--- src/rtl/vc_plane_scheduler_pkg.sv ---
// Shared router package for the VC plane scheduler.
// Contents: plane-index width helper, scheduler state enum and the largest
// supported inter-plane bubble length.
package vc_plane_scheduler_pkg;

  localparam int unsigned SWITCH_BUBBLE_MAX = 15;

  typedef enum logic [1:0] {
    IDLE,
    GRANT,
    BUBBLE
  } sched_state_t;

  // Width of an index over `planes` planes; never narrower than one bit.
  function automatic int unsigned plane_width(input int unsigned planes);
    return (planes <= 1) ? 1 : $clog2(planes);
  endfunction

endpackage

--- src/rtl/vc_plane_scheduler_rr_plane_arbiter.sv ---
// Combinational rotating-priority picker.
// Ports:
//   request  in  N  one bit per plane wanting service
//   ptr      in  W  plane with highest priority this pick
//   winner   out W  lowest requesting index >= ptr, else lowest below ptr
//   found    out 1  any request bit set
module rr_plane_arbiter #(
  parameter int unsigned N = 5,
  parameter int unsigned W = 3
) (
  input  logic [N-1:0] request,
  input  logic [W-1:0] ptr,
  output logic [W-1:0] winner,
  output logic         found
);

  always_comb begin
    found  = 1'b0;
    winner = '0;
    for (int unsigned i = 0; i < N; i++) begin
      if (!found && request[i] && (i >= 32'(ptr))) begin
        found  = 1'b1;
        winner = W'(i);
      end
    end
    // Wrap-around pass: anything left is below the pointer.
    for (int unsigned i = 0; i < N; i++) begin
      if (!found && request[i]) begin
        found  = 1'b1;
        winner = W'(i);
      end
    end
  end

endmodule

--- src/rtl/vc_plane_scheduler.sv ---
// Time-multiplexes one router pipeline among VC+1 virtual-channel planes.
// Round-robin over requesting planes, per-grant flit quantum, lock that pins
// the active plane, and an optional all-zero bubble between planes.
// Ports:
//   clk, rst          clock, synchronous active-high reset
//   plane_request     per-plane: flit waiting
//   plane_lock        per-plane: mid-handshake/packet, do not switch away
//   plane_transfer    per-plane: one flit handshake completed this cycle
//   VCPlaneSelector   one-hot active plane or all-zero (registered)
//   grant_valid       |VCPlaneSelector (registered)
//   current_plane     index of active / last-granted plane (registered)
//   quantum_expired   one-cycle pulse when a grant ends on quantum (registered)
module vc_plane_scheduler
  import vc_plane_scheduler_pkg::*;
#(
  parameter int unsigned VC            = 4,
  parameter int unsigned QUANTUM       = 8,
  parameter int unsigned SWITCH_BUBBLE = 1,
  parameter int unsigned PLANE_WIDTH   = plane_width(VC + 1)
) (
  input  logic                   clk,
  input  logic                   rst,
  input  logic [VC:0]            plane_request,
  input  logic [VC:0]            plane_lock,
  input  logic [VC:0]            plane_transfer,
  output logic [VC:0]            VCPlaneSelector,
  output logic                   grant_valid,
  output logic [PLANE_WIDTH-1:0] current_plane,
  output logic                   quantum_expired
);

  localparam int unsigned COUNT_WIDTH = $clog2(QUANTUM + 1);
  localparam logic [COUNT_WIDTH-1:0] QUANTUM_C = COUNT_WIDTH'(QUANTUM);
  localparam logic [3:0] BUBBLE_C =
    4'((SWITCH_BUBBLE > SWITCH_BUBBLE_MAX) ? SWITCH_BUBBLE_MAX : SWITCH_BUBBLE);
  localparam logic [PLANE_WIDTH-1:0] LAST_PLANE = PLANE_WIDTH'(VC);

  sched_state_t           state, state_n;
  logic [COUNT_WIDTH-1:0] count, count_n;
  logic [3:0]             bubble, bubble_n;
  logic [PLANE_WIDTH-1:0] rr_ptr, rr_n;
  logic [PLANE_WIDTH-1:0] plane_n;
  logic                   qexp_n;
  logic [VC:0]            sel_n;

  logic [VC:0]            cur_onehot;
  logic [PLANE_WIDTH-1:0] next_after_cur;
  logic                   cur_req, cur_lock, cur_xfer, others, at_quantum;
  logic [PLANE_WIDTH-1:0] arb_ptr, arb_winner;
  logic                   arb_found;

  always_comb begin
    cur_onehot     = {{VC{1'b0}}, 1'b1} << current_plane;
    next_after_cur = (current_plane == LAST_PLANE) ? '0
                                                   : current_plane + PLANE_WIDTH'(1);
    cur_req        = |(plane_request  & cur_onehot);
    cur_lock       = |(plane_lock     & cur_onehot);
    cur_xfer       = |(plane_transfer & cur_onehot);
    others         = |(plane_request  & ~cur_onehot);
    at_quantum     = (count == QUANTUM_C);
    // A yield from GRANT re-arbitrates from the plane after the current one,
    // so a quantum-expired plane sorts last in the very next pick.
    arb_ptr        = (state == GRANT) ? next_after_cur : rr_ptr;
  end

  rr_plane_arbiter #(
    .N(VC + 1),
    .W(PLANE_WIDTH)
  ) u_arb (
    .request(plane_request),
    .ptr    (arb_ptr),
    .winner (arb_winner),
    .found  (arb_found)
  );

  always_ff @(posedge clk) begin
    if (rst) begin
      state           <= IDLE;
      count           <= '0;
      bubble          <= '0;
      rr_ptr          <= '0;
      current_plane   <= '0;
      VCPlaneSelector <= '0;
      grant_valid     <= 1'b0;
      quantum_expired <= 1'b0;
    end else begin
      state           <= state_n;
      count           <= count_n;
      bubble          <= bubble_n;
      rr_ptr          <= rr_n;
      current_plane   <= plane_n;
      VCPlaneSelector <= sel_n;
      grant_valid     <= |sel_n;
      quantum_expired <= qexp_n;
    end
  end

  always_comb begin
    state_n  = state;
    count_n  = count;
    bubble_n = bubble;
    rr_n     = rr_ptr;
    plane_n  = current_plane;
    qexp_n   = 1'b0;
    unique case (state)
      IDLE: begin
        if (arb_found) begin
          state_n = GRANT;
          plane_n = arb_winner;
          count_n = '0;
        end
      end
      GRANT: begin
        if (!cur_lock && (!cur_req || (at_quantum && others))) begin
          rr_n    = next_after_cur;
          // Request still up means the quantum forced the switch.
          qexp_n  = cur_req;
          count_n = '0;
          if (BUBBLE_C != '0) begin
            state_n  = BUBBLE;
            bubble_n = BUBBLE_C;
          end else if (arb_found) begin
            state_n = GRANT;
            plane_n = arb_winner;
          end else begin
            state_n = IDLE;
          end
        end else if (!cur_lock && at_quantum) begin
          // Quantum used up with nobody waiting: start a fresh quantum in place.
          count_n = '0;
        end else if (cur_xfer && (count < QUANTUM_C)) begin
          count_n = count + COUNT_WIDTH'(1);
        end
      end
      BUBBLE: begin
        if (bubble <= 4'd1) begin
          bubble_n = '0;
          if (arb_found) begin
            state_n = GRANT;
            plane_n = arb_winner;
            count_n = '0;
          end else begin
            state_n = IDLE;
          end
        end else begin
          bubble_n = bubble - 4'd1;
        end
      end
      default: state_n = IDLE;
    endcase
  end

  always_comb begin
    sel_n = '0;
    if (state_n == GRANT) sel_n = {{VC{1'b0}}, 1'b1} << plane_n;
  end

endmodule

--- config.mk ---
export PLATFORM = sky130hd
export DESIGN_NAME = vc_plane_scheduler
export DESIGN_NICKNAME = d
export VERILOG_FILES = /design/src/rtl/vc_plane_scheduler_pkg.sv /design/src/rtl/vc_plane_scheduler_rr_plane_arbiter.sv /design/src/rtl/vc_plane_scheduler.sv
export SDC_FILE = /design/constraint.sdc
export NUM_CORES = 1
export LEC_CHECK = 0
export BUFFER_PORTS_ARGS = -buffer_cell sky130_fd_sc_hd__buf_4
export CAP_MARGIN = 20
export CORE_MARGIN = 5
export CORE_UTILIZATION = 30
export CTS_BUF_LIST = sky130_fd_sc_hd__clkbuf_8
export DETAILED_ROUTE_END_ITERATION = 10
export GPL_TIMING_DRIVEN = 0
export SLEW_MARGIN = 20
export SYNTH_ARGS = -nofsm -noshare
export SYNTH_HDL_FRONTEND = slang
export SYNTH_SLANG_ARGS = --single-unit
--- constraint.sdc ---
create_clock -name clk -period 2.35 [get_ports clk]
set_input_delay 0 -clock clk [delete_from_list [all_inputs] [get_ports clk]]
set_output_delay 0 -clock clk [all_outputs]
set_load 0.005 [all_outputs]
[Yosys cells after proc, flatten, opt, wreduce, memory -nomap -nowiden]
Cells that the tools add are included.
Word-level totals
  bits in registers: 23
  output and inout port bits: 10
  word-level logic and storage cells: 116
Operators by class
  add/sub/neg operators: 3
  magnitude comparators: 7
  equal/unequal tests: 8
  shifts and indexed selects: 2
  mux-type cells: 39
  bitwise gates (word level): 7
  reductions and logical operators: 42
Operator list (number)
  $mux W3: 10
  $mux W4: 7
  $reduce_or A5 Y1: 5
  $and A5 B5 Y5: 4
  $logic_and A1 B1 Y1: 18
  $mux W1: 12
  $pmux W4 S3: 1
  $logic_not A1 Y1: 11
  $mux W2: 5
  $shl A1 B3 Y5 const A: 2
  $pmux W4 S2: 1
  $ge A1 B3 Y1 const A: 2
  $ge A2 B3 Y1 const A: 2
  $pmux W2 S3: 1
  $pmux W3 S2: 1
  $mux W5: 1
  $not A5 Y5: 1
  $add A4 B1 Y4 const B: 1
  $eq A2 B1 Y1 const B: 2
  $eq A4 B4 Y1 const B: 1
  $le A4 B1 Y1 const B: 1
  $lt A4 B4 Y1 const B: 1
  $ne A4 B1 Y1 const B: 1
  $reduce_and A2 Y1: 2
  14 further kinds: 15

[Longest topological paths before layout]
  depth in word-level cells: 43
  mapped depth: 11
  gate-level depth less buffers: 9

[Cells and area by module]
From an unflattened synthesis, not the netlist that was laid out.
Unflattened totals
  cell total of the unflattened synthesis: 192
  area, all modules: 1611.5 µm²
Modules (own cells, without submodules)
  vc_plane_scheduler: instances 1, cells each 172, area an instance 1478.9 µm²
  rr_plane_arbiter: instances 1, cells each 20, area an instance 132.6 µm²

[Worst setup path before layout]
OpenSTA, ideal clock, no wires.
  kind: flip-flop to flip-flop
  start point: register current_plane[0]
  end point: register VCPlaneSelector[1]
  setup time: 0.129 ns
  data arrival time: 2.214 ns
  required time: 2.221 ns
  setup slack: 0.007 ns
  stages on the path, launching flop included: 10
  period minus slack after synthesis: 2.343 ns
  cell sequence: dfxtp_1 > inv_1 > ha_1 > or3b_1 > or2_1 > a21oi_2 > a21oi_1 > a221oi_2 > a31o_1 > nor3_1
Between the ends
  word-level cells in the longest chain between the ends: 42
Ends and longest elaborated chain
  start, declared: RTL line vc_plane_scheduler.sv:28  | output logic [PLANE_WIDTH-1:0] current_plane,
  start signal, assigned: RTL line vc_plane_scheduler.sv:91  | current_plane <= plane_n;
  $add A3 B1 Y3 or $eq A3 B3 Y1 (tied branches): RTL line vc_plane_scheduler.sv:55, vc_plane_scheduler.sv:54
  $mux W3 *: RTL line vc_plane_scheduler.sv:54  | next_after_cur = (current_plane == LAST_PLANE) ? '0
  net next_after_cur[1]: RTL line vc_plane_scheduler.sv:47  | logic [PLANE_WIDTH-1:0] next_after_cur;
  $mux W3 *: RTL line vc_plane_scheduler.sv:63  | arb_ptr = (state == GRANT) ? next_after_cur : rr_ptr;
  $ge A1 B3 Y1: RTL line vc_plane_scheduler_rr_plane_arbiter.sv:21  | if (!found && request[i] && (i >= 32'(ptr))) begin
  $logic_and A1 B1 Y1: RTL line vc_plane_scheduler_rr_plane_arbiter.sv:21
  $mux W1: RTL line vc_plane_scheduler_rr_plane_arbiter.sv:21
  $logic_not A1 Y1: RTL line vc_plane_scheduler_rr_plane_arbiter.sv:21
  [... 27 more ...]
  $logic_not A1 Y1: RTL line vc_plane_scheduler_rr_plane_arbiter.sv:28  | if (!found && request[i]) begin
  $logic_and A1 B1 Y1: RTL line vc_plane_scheduler_rr_plane_arbiter.sv:28
  $mux W1 or $mux W3 (tied branches): RTL line vc_plane_scheduler_rr_plane_arbiter.sv:28
  $mux W1 or $mux W3 (tied branches): RTL line vc_plane_scheduler.sv:138, vc_plane_scheduler.sv:107
  $mux W2 or $mux W3 (tied branches): RTL line vc_plane_scheduler.sv:136  | if (bubble <= 4'd1) begin
  $pmux W2 S3 or $pmux W3 S2 (tied branches): RTL line vc_plane_scheduler.sv:105  | unique case (state)
  $eq A2 B1 Y1 or $shl A1 B3 Y5 (tied branches): RTL line vc_plane_scheduler.sv:155  | if (state_n == GRANT) sel_n = {{VC{1'b0}}, 1'b1} << plane_n;
  $mux W5 *: RTL line vc_plane_scheduler.sv:155
  end signal, assigned: RTL line vc_plane_scheduler.sv:92  | VCPlaneSelector <= sel_n;
  end, declared: RTL line vc_plane_scheduler.sv:26  | output logic [VC:0] VCPlaneSelector,
The timed path passes the listed nets; every way through them passes the cells marked *.
A chain may end at the register's enable or synchronous reset.

[Final worst setup path]
Ends and elaborated chain as after synthesis.

==> flow_summary.json <==
{
  "worst_setup_path_start_kind": "register",
  "drt_iter0_drc": 79,
  "syn-instance-count": 185,
  "critPathMaxStageDelay_ns": 0.39,
  "cts_tree": "done",
  "yosys.area.top_type_share_pct": 29.65,
  "cts_max_level": 1,
  "cts_made_buffers": 3,
  "ir_drop_uv": 453.9,
  "ios": 27,
  "ys_ff_latch": 23,
  "rsz0062_at_grt": "true",
  "drt_wl_total_mm": 4.093,
  "drive_above_1_share_pct": 30.73,
  "path_delay_family": "compound AO/OA/AOI/OAI gates",
  "clock_latency_ns": 0.26,
  "setup_viol_count_final": 0,
  "fmax_mhz": 433.9,
  "syn_area_um2": 1553,
  "crit_chain": "inv_4 -> ha_4 -> or3b_4 -> or2_1 -> a21oi_2 -> a21oi_1 -> a221oi_2 -> a31o_1 -> nor3_1",
  "final_util_pct": 40.19,
  "clock_skew_ns": 0.004922,
  "end_kind": "register",
  "cp.arrival_ns": 2.45,
  "viasPerCell": 5.174,
  "hold_viol": 0,
  "area.growth.synth_to_final_pct": 31.35,
  "power.density_nw_per_um2": 1209,
  "required_ns": 2.49,
  "port_buffers": 24,
  "synthTopCellsByArea": "dfxtp_1 30%, ha_1 7.3%, mux2i_1 3.9%",
  "die_y_um": 81.95,
  "ant_nets": 0,
  "gp_congestion": 0.7709,
  "syn_avg_cell_area_um2": 8.393,
  "crit_fanout": 4,
  "hold_path_class": "input port to register",
  "grt_overflow": 0,
  "clk_pin_slew_worst_paths_ns": 0.09,
  "criticalPathCategory": "register to register",
  "hold_slack_ns": 0.1754,
  "p_leak_nw": 0.7871,
  "rows": 26,
  "clock-root-buffer": "clkbuf_8",
  "post-route-period-util_pct": 98.08,
  "drv_cap": 0,
  "cpMaxStageDelayCell": "dfxtp_4",
  "via_count": 1490,
  "drtPass1Iterations": 4,
  "cts_buffer_depth": 2,
  "grt_pass1_vias": 1426,
  "slew_violations": 0,
  "fin_setup_tns_ns": 0,
  "ys_types": 62,
  "yosysWarnings": 0,
  "tightest_slew_ns": 0.5272,
  "ys.flop_type": "dfxtp_1",
  "syn-num-nets": 211,
  "dp_hpwl_mm": 2.990,
  "startpoint": "current_plane[0]",
  "slew_headroom_pct": 64.85,
  "globalRouteTotalUtil_pct": 12.64,
  "path_buf_inv": 1,
  "wl_per_cell_um": 14.21,
  "drc": 0,
  "period_needed_ns": 2.305,
  "holdCritStartpoint": "rst",
  "dieArea_um2": 6715,
  "die_w_um": 81.95,
  "cts_sinks": 23,
  "nets": 245,
  "synth_edf_count": 0,
  "synth-seq-area-share_pct": 29.65,
  "core-area_um2": 5075,
  "grt_max_degree": 13,
  "grt_pass1_wl_mm": 6.720,
  "status": "finished, final reports clean",
  "start_util_pct": 30.60,
  "n_antenna_cell": 0,
  "yosysTopAreaCell": "dfxtp_1",
  "antenna_found_initial": 0,
  "synth-async-reset-ratio_pct": 0,
  "worst_r2r_startpoint": "current_plane[0]"
}
[stage by stage]
| stage | setup WS, ns | total power, W | cell area [µm²] | instances |
|---|---|---|---|---|
| after CTS | 0.005579 | 0.002235 | 1931 | 284 |
| after detailed placement | -0.4019 | 0.001861 | 1821 | 279 |
| after global routing | -0.05922 | 0.002666 | 2039 | 288 |
| after global placement | -0.3358 | 0.001846 | 1821 | 279 |
| final | 0.04523 | 0.002465 | 2039 | 288 |
| after floorplan | 0.006908 | 0.001518 | 1553 | 185 |
[worst reg2reg max path, cell delays in order, from the launching register on]
cell      delay, ns
dfxtp_4        0.39
inv_4          0.05
ha_4           0.25
or3b_4         0.39
or2_1          0.23
a21oi_2        0.18
a21oi_1        0.07
a221oi_2       0.37
a31o_1         0.20
nor3_1         0.06
[synthesized netlist by cell type (2+ instances only)]
cell,count
a21o_1,3
a211oi_1,2
clkbuf_1,2
inv_2,2
nor4_1,3
a21oi_2,2
nand3b_1,3
a21boi_0,2
o211ai_1,2
nor2_1,15
a31o_1,2
o22ai_1,2
nor3_1,8
o21ai_1,3
mux2i_1,6
a31oi_1,4
nand2b_1,2
nand2_1,13
or2_1,3
ha_1,9
and2_1,2
inv_1,12
nand3_1,7
o21ai_0,4
buf_2,2
nor2b_1,3
a222oi_1,2
a21oi_1,8
or3_1,2
dfxtp_1,23
[worst paths after layout]
path / to / slack, ns / cells past startpoint
worst max register to register: VCPlaneSelector[1] / 0.05 / 9
worst min-delay path: state[1] / 0.18 / 2
worst max-delay path: VCPlaneSelector[1] / 0.05 / 9
worst min register to register: count[0] / 0.52 / 2
[sequential cells by signal, indices dropped and copies added, names as in the netlist]
name and cells:
grant_valid 1, state 2, quantum_expired 1, rr_ptr 3
bubble 4, VCPlaneSelector 5, current_plane 3, count 4
[power by group]
part | internal (W) | switching (W) | total, W
registers | 0.000506 | 0.000117 | 0.000623
logic | 0.000748 | 0.000848 | 0.00160
clock network | 0.000117 | 0.000130 | 0.000247
[cell usage in the layout, fill, tap and decap left out, types with 6 or more instances in the layout]
cell type   n
buf_4      29
dfxtp_1    20
nor2_1     15
nand2_1    11
inv_1      10
nand3_1     7
a21oi_1     7
mux2i_1     6
nor3_1      6
ha_1        6
[layer usage]
metal | global-route usage [%] | vias up | share of wire, %
met3 | 2.083 | 7 | 4.1
met1 | 16.66 | 699 | 50
met5 | 0 | - | 0
met2 | 20.68 | 30 | 45
li1 | - | 754 | -
met4 | 4.485 | 0 | 1.3
[cells by family (layout without fill, tap and decap cells)]
group,after synthesis,count (layout),share of synthesized area [%]
simple gates,69,69,23.53
compound gates,55,55,27.48
flops,23,23,29.65
buf+inv,21,54,6.044
fa+ha+maj,9,9,7.252
mux,8,8,6.044
[layout make-up]
| cell class | count | area (µm²) |
|---|---|---|
| Buffer | 6 | 46.29 |
| Clock buffer | 3 | 41.29 |
| Clock inverter | 1 | 3.754 |
| Fill cell | 546 | 3035 |
| Inverter | 14 | 57.56 |
| Multi-Input combinational cell | 141 | 1102 |
| Sequential cell | 23 | 471.7 |
| Tap cell | 70 | 87.58 |
| Timing Repair Buffer | 30 | 229.0 |
[what timing repair did]
action,in CTS,in global routing
buffers inserted,1,5
hold buffers,0,0
resized for setup,14,22
endpoints found under the setup margin,12,17
cloned,0,0
pin swaps,2,12
No activity file was read; power rests on OpenSTA's default activity.
